`config.mk`:
```
export PLATFORM = sky130hd
export DESIGN_NAME = enc_instr
export DESIGN_NICKNAME = d
export VERILOG_FILES = /design/src/rtl/enc_pkg.sv /design/src/rtl/enc_instr_pack.sv /design/src/rtl/enc_instr.sv
export SDC_FILE = /design/constraint.sdc
export NUM_CORES = 1
export LEC_CHECK = 0
export CAP_MARGIN = 20
export CORE_ASPECT_RATIO = 2
export CORE_UTILIZATION = 38
export DETAILED_ROUTE_END_ITERATION = 7
export HOLD_SLACK_MARGIN = 0.03
export PLACE_DENSITY = 0.73
export SYNTH_ARGS = -nofsm -noshare
export SYNTH_HDL_FRONTEND = slang
export SYNTH_SLANG_ARGS = --single-unit
```
`constraint.sdc`:
```
create_clock -name clk -period 6.1 [get_ports clk]
set_input_delay 0.915 -clock clk [delete_from_list [all_inputs] [get_ports clk]]
set_output_delay 0.915 -clock clk [all_outputs]
set_load 0.005 [all_outputs]
```
`src/rtl/enc_pkg.sv`:
```
// Shared types and constants for the RV32 instruction encoder:
// request classes, error causes, base opcodes and immediate ranges.
package enc_pkg;

  typedef enum logic [3:0] {
    CLS_LW    = 4'd0,
    CLS_SW    = 4'd1,
    CLS_R     = 4'd2,
    CLS_B     = 4'd3,
    CLS_I     = 4'd4,
    CLS_JAL   = 4'd5,
    CLS_AUIPC = 4'd6,
    CLS_LUI   = 4'd7,
    CLS_JALR  = 4'd8,
    CLS_F     = 4'd9,
    CLS_LI    = 4'd10
  } enc_class_e;

  typedef enum logic [1:0] {
    ERR_RANGE    = 2'd0,
    ERR_ALIGN    = 2'd1,
    ERR_OVERFLOW = 2'd2,
    ERR_CLASS    = 2'd3
  } enc_err_e;

  localparam logic [6:0] OP_LW    = 7'b0000011;
  localparam logic [6:0] OP_SW    = 7'b0100011;
  localparam logic [6:0] OP_R     = 7'b0110011;
  localparam logic [6:0] OP_B     = 7'b1100011;
  localparam logic [6:0] OP_I     = 7'b0010011;
  localparam logic [6:0] OP_JAL   = 7'b1101111;
  localparam logic [6:0] OP_AUIPC = 7'b0010111;
  localparam logic [6:0] OP_LUI   = 7'b0110111;
  localparam logic [6:0] OP_JALR  = 7'b1100111;
  localparam logic [6:0] OP_F     = 7'b1010011;

  localparam int IMM12_MIN = -2048;
  localparam int IMM12_MAX = 2047;
  localparam int IMM13_MIN = -4096;
  localparam int IMM13_MAX = 4094;
  localparam int IMM21_MIN = -1048576;
  localparam int IMM21_MAX = 1048574;

  function automatic logic in_range(input logic signed [31:0] v, input int lo, input int hi);
    return (v >= lo) && (v <= hi);
  endfunction

  function automatic logic [6:0] opcode_of(input logic [3:0] cls);
    case (cls)
      CLS_LW:    return OP_LW;
      CLS_SW:    return OP_SW;
      CLS_R:     return OP_R;
      CLS_B:     return OP_B;
      CLS_I:     return OP_I;
      CLS_JAL:   return OP_JAL;
      CLS_AUIPC: return OP_AUIPC;
      CLS_LUI:   return OP_LUI;
      CLS_JALR:  return OP_JALR;
      CLS_F:     return OP_F;
      default:   return 7'd0;
    endcase
  endfunction

endpackage

```
`src/rtl/enc_instr_pack.sv`:
```
// Combinational field packer: one request in, its machine word(s) and any
// encoding error out. LI yields either a single ADDI or a LUI/ADDI pair.
module enc_instr_pack
  import enc_pkg::*;
(
  input  logic [3:0]  cls,
  input  logic [2:0]  fun3,
  input  logic [6:0]  fun7,
  input  logic [4:0]  rd,
  input  logic [4:0]  rs1,
  input  logic [4:0]  rs2,
  input  logic [31:0] imm,
  output logic [31:0] word,
  output logic [31:0] lo_word,
  output logic        two_words,
  output logic        err_valid,
  output enc_err_e    err_code
);

  logic signed [31:0] simm;
  logic [6:0]         op;
  logic [19:0]        lui_hi;

  always_comb begin
    simm      = imm;
    op        = opcode_of(cls);
    // Rounds the upper part so the sign-extended ADDI low half lands exactly.
    lui_hi    = imm[31:12] + {19'd0, imm[11]};
    word      = 32'd0;
    lo_word   = 32'd0;
    two_words = 1'b0;
    err_valid = 1'b0;
    err_code  = ERR_RANGE;
    case (cls)
      CLS_LW, CLS_I, CLS_JALR: begin
        if (cls == CLS_I && (fun3 == 3'b001 || fun3 == 3'b101)) begin
          word      = {fun7, imm[4:0], rs1, fun3, rd, op};
          err_valid = !in_range(simm, 0, 31);
        end else begin
          word      = {imm[11:0], rs1, fun3, rd, op};
          err_valid = !in_range(simm, IMM12_MIN, IMM12_MAX);
        end
      end
      CLS_SW: begin
        word      = {imm[11:5], rs2, rs1, fun3, imm[4:0], op};
        err_valid = !in_range(simm, IMM12_MIN, IMM12_MAX);
      end
      CLS_B: begin
        word      = {imm[12], imm[10:5], rs2, rs1, fun3, imm[4:1], imm[11], op};
        err_valid = imm[0] || !in_range(simm, IMM13_MIN, IMM13_MAX);
        err_code  = imm[0] ? ERR_ALIGN : ERR_RANGE;
      end
      CLS_JAL: begin
        word      = {imm[20], imm[10:1], imm[11], imm[19:12], rd, op};
        err_valid = imm[0] || !in_range(simm, IMM21_MIN, IMM21_MAX);
        err_code  = imm[0] ? ERR_ALIGN : ERR_RANGE;
      end
      CLS_LUI, CLS_AUIPC: word = {imm[19:0], rd, op};
      CLS_R, CLS_F:       word = {fun7, rs2, rs1, fun3, rd, op};
      CLS_LI: begin
        if (in_range(simm, IMM12_MIN, IMM12_MAX)) begin
          word = {imm[11:0], 5'd0, 3'b000, rd, OP_I};
        end else begin
          word      = {lui_hi, rd, OP_LUI};
          lo_word   = {imm[11:0], rd, 3'b000, rd, OP_I};
          two_words = 1'b1;
        end
      end
      default: begin
        err_valid = 1'b1;
        err_code  = ERR_CLASS;
      end
    endcase
  end

endmodule

```
`src/rtl/enc_instr.sv`:
```
// Streaming RV32 encoder: accepts field-level requests and writes packed words
// to imem from BASE_ADDR. Define ENC_INSTR_CHECKSUM_EN for a running word sum.
module enc_instr
  import enc_pkg::*;
#(
  parameter int ADDR_W    = 10,
  parameter int BASE_ADDR = 0
) (
  input  logic              clk,
  input  logic              rst_n,
  input  logic              start,
  input  logic              in_valid,
  output logic              in_ready,
  input  logic [3:0]        in_class,
  input  logic [2:0]        in_fun3,
  input  logic [6:0]        in_fun7,
  input  logic [4:0]        in_rd,
  input  logic [4:0]        in_rs1,
  input  logic [4:0]        in_rs2,
  input  logic [31:0]       in_imm,
  input  logic              in_last,
  output logic              out_we,
  output logic [ADDR_W-1:0] out_addr,
  output logic [31:0]       out_data,
  output logic              done,
  output logic              err,
  output logic [1:0]        err_code,
  output logic [ADDR_W-1:0] err_addr
`ifdef ENC_INSTR_CHECKSUM_EN
  ,
  output logic [31:0]       checksum
`endif
);

  typedef enum logic [1:0] {S_IDLE = 2'd0, S_LI2 = 2'd1, S_DONE = 2'd2} state_e;

  // One extra pointer bit records a wrap past the last imem word.
  localparam logic [ADDR_W:0] BASE_PTR = (ADDR_W+1)'(BASE_ADDR);
  localparam logic [ADDR_W:0] PTR_ONE  = (ADDR_W+1)'(1);

  state_e              state_q, state_d;
  logic [ADDR_W:0]     ptr_q, ptr_d;
  logic [31:0]         lo_word_q, lo_word_d;
  logic                last_q, last_d;
  logic                out_we_q, out_we_d;
  logic [ADDR_W-1:0]   out_addr_q, out_addr_d;
  logic [31:0]         out_data_q, out_data_d;
  logic                done_q, done_d;
  logic                err_q, err_d;
  enc_err_e            err_code_q, err_code_d;
  logic [ADDR_W-1:0]   err_addr_q, err_addr_d;

  logic [31:0] pk_word, pk_lo;
  logic        pk_two, pk_err;
  enc_err_e    pk_code;
  logic        fire, wr_req, wr_ok, raise;
  logic [31:0] wr_word;
  enc_err_e    raise_code;

  enc_instr_pack u_pack (
    .cls       (in_class),
    .fun3      (in_fun3),
    .fun7      (in_fun7),
    .rd        (in_rd),
    .rs1       (in_rs1),
    .rs2       (in_rs2),
    .imm       (in_imm),
    .word      (pk_word),
    .lo_word   (pk_lo),
    .two_words (pk_two),
    .err_valid (pk_err),
    .err_code  (pk_code)
  );

  assign in_ready = rst_n && !start && (state_q == S_IDLE);
  assign fire     = in_valid && in_ready;

  always_comb begin
    state_d    = state_q;
    ptr_d      = ptr_q;
    lo_word_d  = lo_word_q;
    last_d     = last_q;
    out_we_d   = 1'b0;
    out_addr_d = out_addr_q;
    out_data_d = out_data_q;
    done_d     = (state_q == S_DONE);
    err_d      = err_q;
    err_code_d = err_code_q;
    err_addr_d = err_addr_q;
    wr_req     = 1'b0;
    wr_ok      = 1'b0;
    wr_word    = 32'd0;
    raise      = 1'b0;
    raise_code = ERR_RANGE;
    if (start) begin
      state_d    = S_IDLE;
      ptr_d      = BASE_PTR;
      out_addr_d = BASE_PTR[ADDR_W-1:0];
      done_d     = 1'b0;
      err_d      = 1'b0;
      err_code_d = ERR_RANGE;
      err_addr_d = '0;
    end else begin
      case (state_q)
        S_IDLE: begin
          if (fire && pk_err) begin
            raise      = 1'b1;
            raise_code = pk_code;
            if (in_last) state_d = S_DONE;
          end else if (fire) begin
            wr_req  = 1'b1;
            wr_word = pk_word;
            if (pk_two) begin
              state_d   = S_LI2;
              lo_word_d = pk_lo;
              last_d    = in_last;
            end else if (in_last) begin
              state_d = S_DONE;
            end
          end
        end
        S_LI2: begin
          wr_req  = 1'b1;
          wr_word = lo_word_q;
          state_d = last_q ? S_DONE : S_IDLE;
        end
        default: ;
      endcase
      if (wr_req && ptr_q[ADDR_W]) begin
        raise      = 1'b1;
        raise_code = ERR_OVERFLOW;
        state_d    = S_DONE;
      end else if (wr_req) begin
        wr_ok      = 1'b1;
        out_we_d   = 1'b1;
        out_addr_d = ptr_q[ADDR_W-1:0];
        out_data_d = wr_word;
        ptr_d      = ptr_q + PTR_ONE;
      end
      if (raise) begin
        err_d = 1'b1;
        if (!err_q) begin
          err_code_d = raise_code;
          err_addr_d = ptr_q[ADDR_W-1:0];
        end
      end
    end
  end

  always_ff @(posedge clk) begin
    if (!rst_n) begin
      state_q    <= S_IDLE;
      ptr_q      <= BASE_PTR;
      lo_word_q  <= 32'd0;
      last_q     <= 1'b0;
      out_we_q   <= 1'b0;
      out_addr_q <= BASE_PTR[ADDR_W-1:0];
      out_data_q <= 32'd0;
      done_q     <= 1'b0;
      err_q      <= 1'b0;
      err_code_q <= ERR_RANGE;
      err_addr_q <= '0;
    end else begin
      state_q    <= state_d;
      ptr_q      <= ptr_d;
      lo_word_q  <= lo_word_d;
      last_q     <= last_d;
      out_we_q   <= out_we_d;
      out_addr_q <= out_addr_d;
      out_data_q <= out_data_d;
      done_q     <= done_d;
      err_q      <= err_d;
      err_code_q <= err_code_d;
      err_addr_q <= err_addr_d;
    end
  end

  assign out_we   = out_we_q;
  assign out_addr = out_addr_q;
  assign out_data = out_data_q;
  assign done     = done_q;
  assign err      = err_q;
  assign err_code = err_code_q;
  assign err_addr = err_addr_q;

`ifdef ENC_INSTR_CHECKSUM_EN
  logic [31:0] checksum_q, checksum_d;

  always_comb begin
    checksum_d = checksum_q;
    if (start)      checksum_d = 32'd0;
    else if (wr_ok) checksum_d = checksum_q + wr_word;
  end

  always_ff @(posedge clk) begin
    if (!rst_n) checksum_q <= 32'd0;
    else        checksum_q <= checksum_d;
  end

  assign checksum = checksum_q;
`endif

endmodule

```
==> results.txt, run 1 <==
Critical-path maximum fanout: 37
Largest net degree at the start of global routing: 63
H-Tree Depth: 3
Synth cell types: 71
DRC Markers: 0
CP startpoint kind: input pin
Synth top area cells: dfxtp_1, nand2_1, nand3_1
Post-synth top area share: 30.5%
Core ar.: 14800 µm²
Final Hold Fails: 0
GRT Overall Usage: 30.0%
Die area: 15700 µm²
Row cnt: 63
Synth Cell Area: 5780 µm²
Total grt overflow: 0
Ratio of final minimum period to clock period: 68.4%
Mapped Cells: 764
Post-Route Utilization: 49.5%
FILL cells: 1498
Sequential share of the synthesized area: 30.5%
Worst hold slack: 463 ps
EDFF count, synth: 0
Skew final: 5.87 ps
Share of post-route cells with drive strength above 1: 6.52%
Syn Nets: 835
Via count: 6720
Chip Width: 89.2 µm
Layout Cells excl Fill: 1038
Worst hold stages: 2
Asr flop ratio synth: 0%
Synth Flop Type: dfxtp_1
Die Height: 176 µm
TNS Setup: 0 ps
Leakage dissipation: 2.40 nW
Iteration-0 DRC Markers: 715
Reg2reg path depth: 7
Max Cap Viol: 0
Placed Cells incl. Taps: 1022
Clk buf depth: 2
Syn-to-layout area delta: 26.9%
Yosys warns: 0
Worst Hold End: lo_word_q[19]$_SDFFE_PN0P_
Port Buf Inserts: 123
Tmin final: 4170 ps
Post-DRT Antenna Nets: 0
Vias in the first global route: 6348
Total CTS buffers: 9
RSZ-0062 raised after global routing: no
Power Density: 188 nW/µm²
Final setup vio count: 0
Num Clock Sinks: 88
Initial antenna violation count: 0
I/O pin count: 124
CTS tree: yes
DP HPWL: 17500 µm
Drt pass-1 iters: 6
Crit end category: register
Diodes inserted: 0
Final nets: 909
Per-cell routed wire length: 22.4 µm
Synth area leader: dfxtp_1
Worst Tran Pin Value: 1070 ps
CP required: 6370 ps
Crit Reg-Reg Endpoint: out_data[18]$_SDFFE_PN0P_
Max-slew violations: 0
WS Path Type: in -> reg
#FFs+latches synth: 88
PnR worst setup slack: 1930 ps
Fmax: 240 MHz
WL final: 23200 µm
Slew HR: 28.3%
CP arrival: 4450 ps
Worst hold start: lo_word_q[19]$_SDFFE_PN0P_
Hold buffers post-CTS: 0
Via density: 6.47
Post-CTS Resized: 0
Hold Crit Class: reg -> reg
Worst-Skew Late Latency: 350 ps
Global-route wire length before repair: 35100 µm
GP Congestion: 0.992
Place WS: 1680 ps
Initial core utilization: 39.0%
RR Startpoint: state_q[1]$_SDFFE_PP0P_
Root buffer cell: clkbuf_16
CTS clk-pin slew, worst paths: 60 ps
Outcome: complete, no violations
Max VDD drop: 132 µV
Syn avg cell area: 7.56 µm²
Reg2reg setup slack: 3460 ps
Post-CTS setup buffer count: 0
stage by stage:
step | total power [W] | area, µm²
2_1_floorplan | 0.000712 | 5780
3_3_place_gp | 0.000825 | 7030
3_5_place_dp | 0.000824 | 7040
4_1_cts | 0.00138 | 7330
5_1_grt | 0.00142 | 7330
6_report | 0.00138 | 7330
cells in the final DEF (no fill, tap or decap), types with 14 or more instances in the layout:
cell type        instances
nor3_1                  27
buf_4                   15
nand3_1                 65
nor2_1                  36
nand2_1                 94
dfxtp_1                 88
o31ai_1                 15
a32oi_1                 14
o211ai_1                18
o21ai_0                 57
a21oi_1                 37
nand4_1                 34
clkdlybuf4s50_1        122
final cells by class:
| type | instances | area, µm² | share of cell area, % |
|---|---|---|---|
| multi-input cells | 589 | 3650 | 49.7 |
| flip-flops and latches | 88 | 1760 | 24.0 |
| repair buffers | 138 | 1340 | 18.3 |
| well taps | 195 | 244 | 3.33 |
| clock buffers | 11 | 243 | 3.31 |
| clock inverters | 5 | 56.3 | 0.768 |
| inverters | 12 | 45.0 | 0.614 |
cells by family after synthesis:
family,share of synthesized area (%)
compound gates,28.0
xor+xnor,3.03
fa+ha+maj,1.08
buf+inv,6.60
flops,30.5
mux,0.693
simple gates,30.1
worst max path at each step:
stage | startpoint | to | slack, ps | cells past startpoint
floorplan | in_imm[17] | state_q[0]$_SDFFE_PP0P_ | 3250 | 10
global placement | in_class[0] | out_data[19]$_SDFFE_PN0P_ | 1630 | 9
detailed placement | in_imm[11] | ptr_q[5]$_SDFFE_PP0P_ | 1680 | 9
CTS | in_imm[11] | ptr_q[5]$_SDFFE_PP0P_ | 2020 | 9
global route | in_class[2] | ptr_q[5]$_SDFFE_PP0P_ | 1760 | 9
finish | in_imm[11] | ptr_q[5]$_SDFFE_PP0P_ | 1930 | 9
registers in the layout, indices dropped and copies added (netlist names):
signal     flops
out_data      31
lo_word_q     18
last_q         1
err_addr      10
ptr_q         11
out_we         1
err_code       2
err            1
state_q        2
out_addr      10
done           1
cell usage after synthesis (4+ instances only):
library cell / instances
buf_2: 17
nor2b_1: 10
a31oi_1: 7
nand3_1: 65
a21oi_1: 37
a222oi_1: 8
a21boi_0: 6
mux2i_1: 4
inv_1: 12
nand4_1: 34
clkbuf_1: 47
and2_1: 5
dfxtp_1: 88
a22oi_1: 13
nand4b_1: 5
and3_1: 9
o211ai_1: 18
nand2b_1: 5
nor4_1: 8
xor2_1: 13
or3_1: 6
o21ai_0: 57
ha_1: 5
nor2_1: 36
nor3_1: 27
o31ai_1: 15
xnor2_1: 7
a211oi_1: 5
buf_4: 7
o2111a_1: 9
a32oi_1: 14
nor3b_1: 9
a221oi_1: 7
nand2_1: 94
where the power goes:
group / switching [W] / internal [W] / total [W]
clock network: 0.000232 / 0.000328 / 0.000560
logic: 0.000140 / 0.0000918 / 0.000232
registers: 0.00000513 / 0.000581 / 0.000586
routing by layer:
| layer | vias to the layer above | share of wire [%] | global-route usage [%] |
|---|---|---|---|
| met5 | - | 0 | 0 |
| met4 | 0 | 10 | 27.6 |
| met3 | 132 | 6.1 | 3.23 |
| met2 | 393 | 50 | 50.5 |
| met1 | 3149 | 34 | 31.3 |
| li1 | 3046 | - | - |
critical path, stage by stage:
cell             delay (ps)
clkdlybuf4s50_1         780
ha_1                    510
a2111oi_2               400
a31oi_1                 150
o31a_2                  420
and4_1                  420
buf_4                   360
o2111ai_1               270
mux2i_1                 220
No activity file was read; power rests on OpenSTA's default activity.
==> run 2: changes to the inputs <==
clock period = 4.2 ns   (was 6.1 ns; I/O delays follow)
==> run 2 against run 1 <==
Against the previous run: setup slack got worse by 1200 ps; combinational power rose by 51%; final cell count rose by 2.2%; first-iteration DRC count fell by 20%; sequential cell count did not move; routed wire length rose by 2.8%; critical path type unchanged; clock skew rose by 1.0 ps; non-clock buffer count rose by 23; count of clock-buffer cells in the layout fell by 2; power rose by 60%.
==> results.txt, run 2 (same netlist as run 1, synthesis figures left out) <==
Outcome: complete, no violations (unchanged)
Worst hold start: out_data[2]$_SDFFE_PN0P_ (was lo_word_q[19]$_SDFFE_PN0P_)
Largest net degree at the start of global routing: 63 (unchanged)
Hold buffers post-CTS: 0 (unchanged)
Global-route wire length before repair: 36000 µm (was 35100 µm)
CTS tree: yes (unchanged)
Critical-path top delay cell: nor4_2 (was clkdlybuf4s50_1)
CP startpoint kind: input pin (unchanged)
Max Cap Viol: 0 (unchanged)
CP required: 4430 ps (was 6370 ps)
Root buffer cell: clkbuf_16 (unchanged)
Max VDD drop: 184 µV (was 132 µV)
Critical-path cell list: clkdlybuf4s50_1 > nor4_2 > nand3_1 > a211o_1 > nand3_2 > and4_1 > buf_12 > o2111ai_1 > mux2i_1 (was clkdlybuf4s50_1 > ha_1 > a2111oi_2 > a31oi_1 > o31a_2 > and4_1 > buf_4 > o2111ai_1 > mux2i_1)
Final setup vio count: 0 (unchanged)
Max-slew violations: 0 (unchanged)
Diodes inserted: 0 (unchanged)
Total CTS buffers: 9 (unchanged)
Worst Tran Pin Value: 955 ps (was 1070 ps)
Via count: 6709 (was 6720)
Crit end category: register (unchanged)
CTS clk-pin slew, worst paths: 70 ps (was 60 ps)
DRC Markers: 0 (unchanged)
RSZ-0062 raised after global routing: no (unchanged)
Post-DRT Antenna Nets: 0 (unchanged)
Reg2reg setup slack: 1810 ps (was 3460 ps)
Post-CTS Resized: 0 (unchanged)
Largest register FFs: 31 (unchanged)
TNS Setup: 0 ps (unchanged)
Port Buf Inserts: 123 (unchanged)
CP arrival: 3730 ps (was 4450 ps)
WL final: 23900 µm (was 23200 µm)
I/O pin count: 124 (unchanged)
Vias in the first global route: 6440 (was 6348)
Initial antenna violation count: 0 (unchanged)
Most frequent cells in the layout: clkdlybuf4s50_1, nand2_1, dfxtp_1 (unchanged)
H-Tree Depth: 3 (unchanged)
Die area: 15700 µm² (unchanged)
Slew HR: 36.4% (was 28.3%)
Ratio of final minimum period to clock period: 83.5%
Worst-Skew Late Latency: 340 ps (was 350 ps)
Initial core utilization: 39.0% (unchanged)
Row cnt: 63 (unchanged)
Num Clock Sinks: 88 (unchanged)
Final nets: 932 (was 909)
Crit-path leading delay family: simple AND/OR/NAND/NOR gates (was compound AO/OA/AOI/OAI gates)
WS Path Type: in -> reg (unchanged)
Skew final: 6.90 ps (was 5.87 ps)
Post-Route Utilization: 51.2% (was 49.5%)
DP HPWL: 18200 µm (was 17500 µm)
Iteration-0 DRC Markers: 573 (was 715)
FILL cells: 1498 (unchanged)
Via density: 6.32 (was 6.47)
Total grt overflow: 0 (unchanged)
Fmax: 285 MHz
Leakage dissipation: 2.56 nW (was 2.40 nW)
RR Startpoint: ptr_q[10]$_SDFFE_PP0P_ (was state_q[1]$_SDFFE_PP0P_)
Post-CTS setup buffer count: 0 (unchanged)
Tmin final: 3510 ps
Final Hold Fails: 0 (unchanged)
Core ar.: 14800 µm² (unchanged)
Hold Crit Class: reg -> reg (unchanged)
Drt pass-1 iters: 6 (unchanged)
Critical-path maximum fanout: 44 (was 37)
Chip Width: 89.2 µm (unchanged)
Die Height: 176 µm (unchanged)
Per-cell routed wire length: 22.5 µm (was 22.4 µm)
Crit path launch: in_imm[16] (was in_imm[11])
Clk buf depth: 2 (unchanged)
Power Density: 291 nW/µm² (was 188 nW/µm²)
Max incr delay on CP: 620 ps (was 780 ps)
Syn-to-layout area delta: 31.4% (was 26.9%)
Commonest non-fill, non-tap cell in the layout: clkdlybuf4s50_1 (unchanged)
GP Congestion: 1.06 (was 0.992)
Share of post-route cells with drive strength above 1: 9.12% (was 6.52%)
CP Buf/Inv Count: 2 (unchanged)
GRT Overall Usage: 30.9% (was 30.0%)
-- run 2: worst paths after layout --
kind | to | depth (start not counted)
worst min-delay path | out_data[2]$_SDFFE_PN0P_ | 2
worst max-delay path | ptr_q[5]$_SDFFE_PP0P_ | 9
worst min register to register | out_data[2]$_SDFFE_PN0P_ | 2
worst max register to register | out_data[20]$_SDFFE_PN0P_ | 5
-- run 2: worst min-delay path, cell delays in order (launching register included) --
cell and delay [ps]:
dfxtp_1 310, nand2_1 50, o21ai_0 60
-- run 2: through the flow --
step	cells	power (W)	instance area [µm²]	hold WS, ps	setup slack (ps)
2_1_floorplan	764	0.00103	5780	435	1630
3_3_place_gp	1045	0.00121	7220	444	484
3_5_place_dp	1045	0.00121	7220	452	447
4_1_cts	1061	0.00221	7590	464	804
5_1_grt	1061	0.00227	7590	488	588
6_report	1061	0.00221	7590	460	694
-- run 2: metal layers --
metal | global-route usage (%) | part of all wire, %
met5 | 0 | 0
met4 | 26.0 | 9.0
met3 | 3.93 | 5.2
met2 | 54.2 | 53
met1 | 31.0 | 33
-- run 2: cell type report --
type	count	area [µm²]	share of cell area, %
Sequential cell	88	1760	23.2
Clock inverter	7	149	1.96
Tap cell	195	244	3.21
Inverter	12	45.0	0.593
Timing Repair Buffer	161	1520	20.1
Multi-Input combinational cell	589	3650	48.0
Clock buffer	9	225	2.97
-- run 2: power breakdown --
part	internal, W	switching, W	total [W]
clock network	0.000650	0.000357	0.00101
registers	0.000844	0.00000785	0.000851
logic	0.000144	0.000207	0.000351
total	0.00164	0.000572	0.00221
==> run 3: changes to the inputs <==
PLACE_DENSITY = 0.75   (was 0.73)
clock period = 2.9 ns   (was 4.2 ns; I/O delays follow)
==> run 3 against run 2 <==
Against the previous run: sequential cell count did not move; largest power group is now registers; non-clock buffer count rose by 113; worst hold slack improved by 7.9 ps.
==> results.txt, run 3 (same netlist as run 1, synthesis figures left out) <==
Outcome: complete, no violations (unchanged)
Iteration-0 DRC Markers: 577 (was 573)
Worst hold start: out_data[3]$_SDFFE_PN0P_ (was out_data[2]$_SDFFE_PN0P_)
WL final: 25000 µm (was 23900 µm)
Port Buf Inserts: 123 (unchanged)
Total grt overflow: 0 (unchanged)
CP startpoint kind: input pin (unchanged)
Slew HR: 51.7% (was 36.4%)
DRC Markers: 0 (unchanged)
Total CTS buffers: 9 (unchanged)
RSZ-0062 raised after global routing: yes (was no)
Commonest non-fill, non-tap cell in the layout: buf_4 (was clkdlybuf4s50_1)
Num Clock Sinks: 88 (unchanged)
Syn-to-layout area delta: 46.5% (was 31.4%)
Diodes inserted: 0 (unchanged)
RR Startpoint: state_q[0]$_SDFFE_PP0P_ (was ptr_q[10]$_SDFFE_PP0P_)
Reg2reg path depth: 4 (was 5)
DP HPWL: 20000 µm (was 18200 µm)
Root buffer cell: clkbuf_16 (unchanged)
Largest register FFs: 31 (unchanged)
Via density: 6.10 (was 6.32)
Chip Width: 89.2 µm (unchanged)
CP arrival: 3120 ps (was 3730 ps)
Final nets: 1045 (was 932)
Post-CTS Resized: 0 (unchanged)
Critical-path maximum fanout: 24 (was 44)
Max Cap Viol: 0 (unchanged)
Share of post-route cells with drive strength above 1: 20.0% (was 9.12%)
Skew final: 12.6 ps (was 6.90 ps)
Post-CTS setup buffer count: 0 (unchanged)
Final setup vio count: 0 (unchanged)
Worst hold stages: 2 (unchanged)
Clk buf depth: 2 (unchanged)
WS Path Type: in -> reg (unchanged)
Row cnt: 63 (unchanged)
Post-DRT Antenna Nets: 0 (unchanged)
Initial core utilization: 39.0% (unchanged)
Largest net degree at the start of global routing: 56 (was 63)
CP required: 3180 ps (was 4430 ps)
CTS tree: yes (unchanged)
Via count: 7166 (was 6709)
Initial antenna violation count: 0 (unchanged)
Core ar.: 14800 µm² (unchanged)
H-Tree Depth: 3 (unchanged)
I/O pin count: 124 (unchanged)
Tmin final: 2850 ps
PnR worst setup slack: 52.7 ps (was 694 ps)
Max-slew violations: 0 (unchanged)
Worst Hold End: out_data[3]$_SDFFE_PN0P_ (was out_data[2]$_SDFFE_PN0P_)
Max VDD drop: 217 µV (was 184 µV)
CTS clk-pin slew, worst paths: 60 ps (was 70 ps)
Drt pass-1 iters: 8 (was 6)
Fmax: 351 MHz
Hold Crit Class: reg -> reg (unchanged)
Worst hold slack: 468 ps (was 460 ps)
Ratio of final minimum period to clock period: 98.2%
GRT Overall Usage: 32.7% (was 30.9%)
Leakage dissipation: 3.10 nW (was 2.56 nW)
Vias in the first global route: 7112 (was 6440)
GP Congestion: 1.02 (was 1.06)
Final Hold Fails: 0 (unchanged)
Crit Reg-Reg Endpoint: out_data[1]$_SDFFE_PN0P_ (was out_data[20]$_SDFFE_PN0P_)
Worst Tran Pin Value: 719 ps (was 955 ps)
Worst-Skew Late Latency: 360 ps (was 340 ps)
Most frequent cells in the layout: buf_4, clkdlybuf4s50_1, nand2_1 (was clkdlybuf4s50_1, nand2_1, dfxtp_1)
Power Density: 352 nW/µm² (was 291 nW/µm²)
Crit end category: register (unchanged)
Hold buffers post-CTS: 0 (unchanged)
Die area: 15700 µm² (unchanged)
Place WS: -341 ps (was 447 ps)
Per-cell routed wire length: 21.3 µm (was 22.5 µm)
Die Height: 176 µm (unchanged)
Reg2reg setup slack: 930 ps (was 1810 ps)
Global-route wire length before repair: 38100 µm (was 36000 µm)
## run 3: cell types whose count changed in the layout (fill, tap and decap cells not counted), moves of 2 or more
cell,previous run,this run
inv_6,2,4
buf_12,1,6
buf_4,37,145
nor4_1,8,6
bufinv_16,4,0
## run 3: stage by stage
step,cell area [µm²],util [%],std cells,total power [W],setup TNS (ps)
after floorplan,5780,-,764,0.00150,0
after global placement,8130,54.9,1158,0.00185,-17470
after detailed placement,8130,54.9,1158,0.00185,-17700
after CTS,8420,56.8,1174,0.00296,0
after global routing,8460,57.1,1174,0.00308,-17.3
final,8460,57.1,1174,0.00298,0
## run 3: how the worst max path moves through the flow
| stage | start | end | slack, ps | depth (start not counted) |
|---|---|---|---|---|
| finish | in_imm[16] | ptr_q[5]$_SDFFE_PP0P_ | 50 | 9 |
| global route | in_imm[11] | out_data[26]$_SDFFE_PN0P_ | -20 | 11 |
| CTS | in_imm[16] | lo_word_q[23]$_SDFFE_PN0P_ | 5 | 8 |
| detailed placement | in_imm[16] | lo_word_q[23]$_SDFFE_PN0P_ | -340 | 8 |
| global placement | in_imm[9] | out_data[4]$_SDFFE_PN0P_ | -320 | 11 |
| floorplan | in_imm[17] | state_q[0]$_SDFFE_PP0P_ | 530 | 10 |
## run 3: critical path: stages
cell and delay [ps]:
clkdlybuf4s50_1 630, nand4_2 190, a2111oi_4 420, a31oi_1 160, o31a_2 370, and4_1 260
buf_12 180, o2111ai_1 240, mux2i_1 230
## run 3: area by class of cell
cell class	count	area (µm²)
clock inverter	7	60.1
sequential	88	1760
tap	195	244
inverter	12	45.0
fill	1464	6350
clock buffer	9	225
multi-input combinational	589	3690
timing repair buffer	274	2430
## run 3: power breakdown
part           total [W]  switching [W]  internal [W]
combinational   0.000610       0.000321      0.000289
clock            0.00114       0.000538      0.000599
sequential       0.00123     0.00000944       0.00122
## run 3: routing by layer
layer  track usage (%)  part of all wire, %  vias to the layer above
met1              31.0                   32                     3369
met2              59.5                   53                      360
met5                 0                    0                        -
li1                  -                    -                     3319
met3              3.93                  4.9                      118
met4              27.7                  9.5                        0
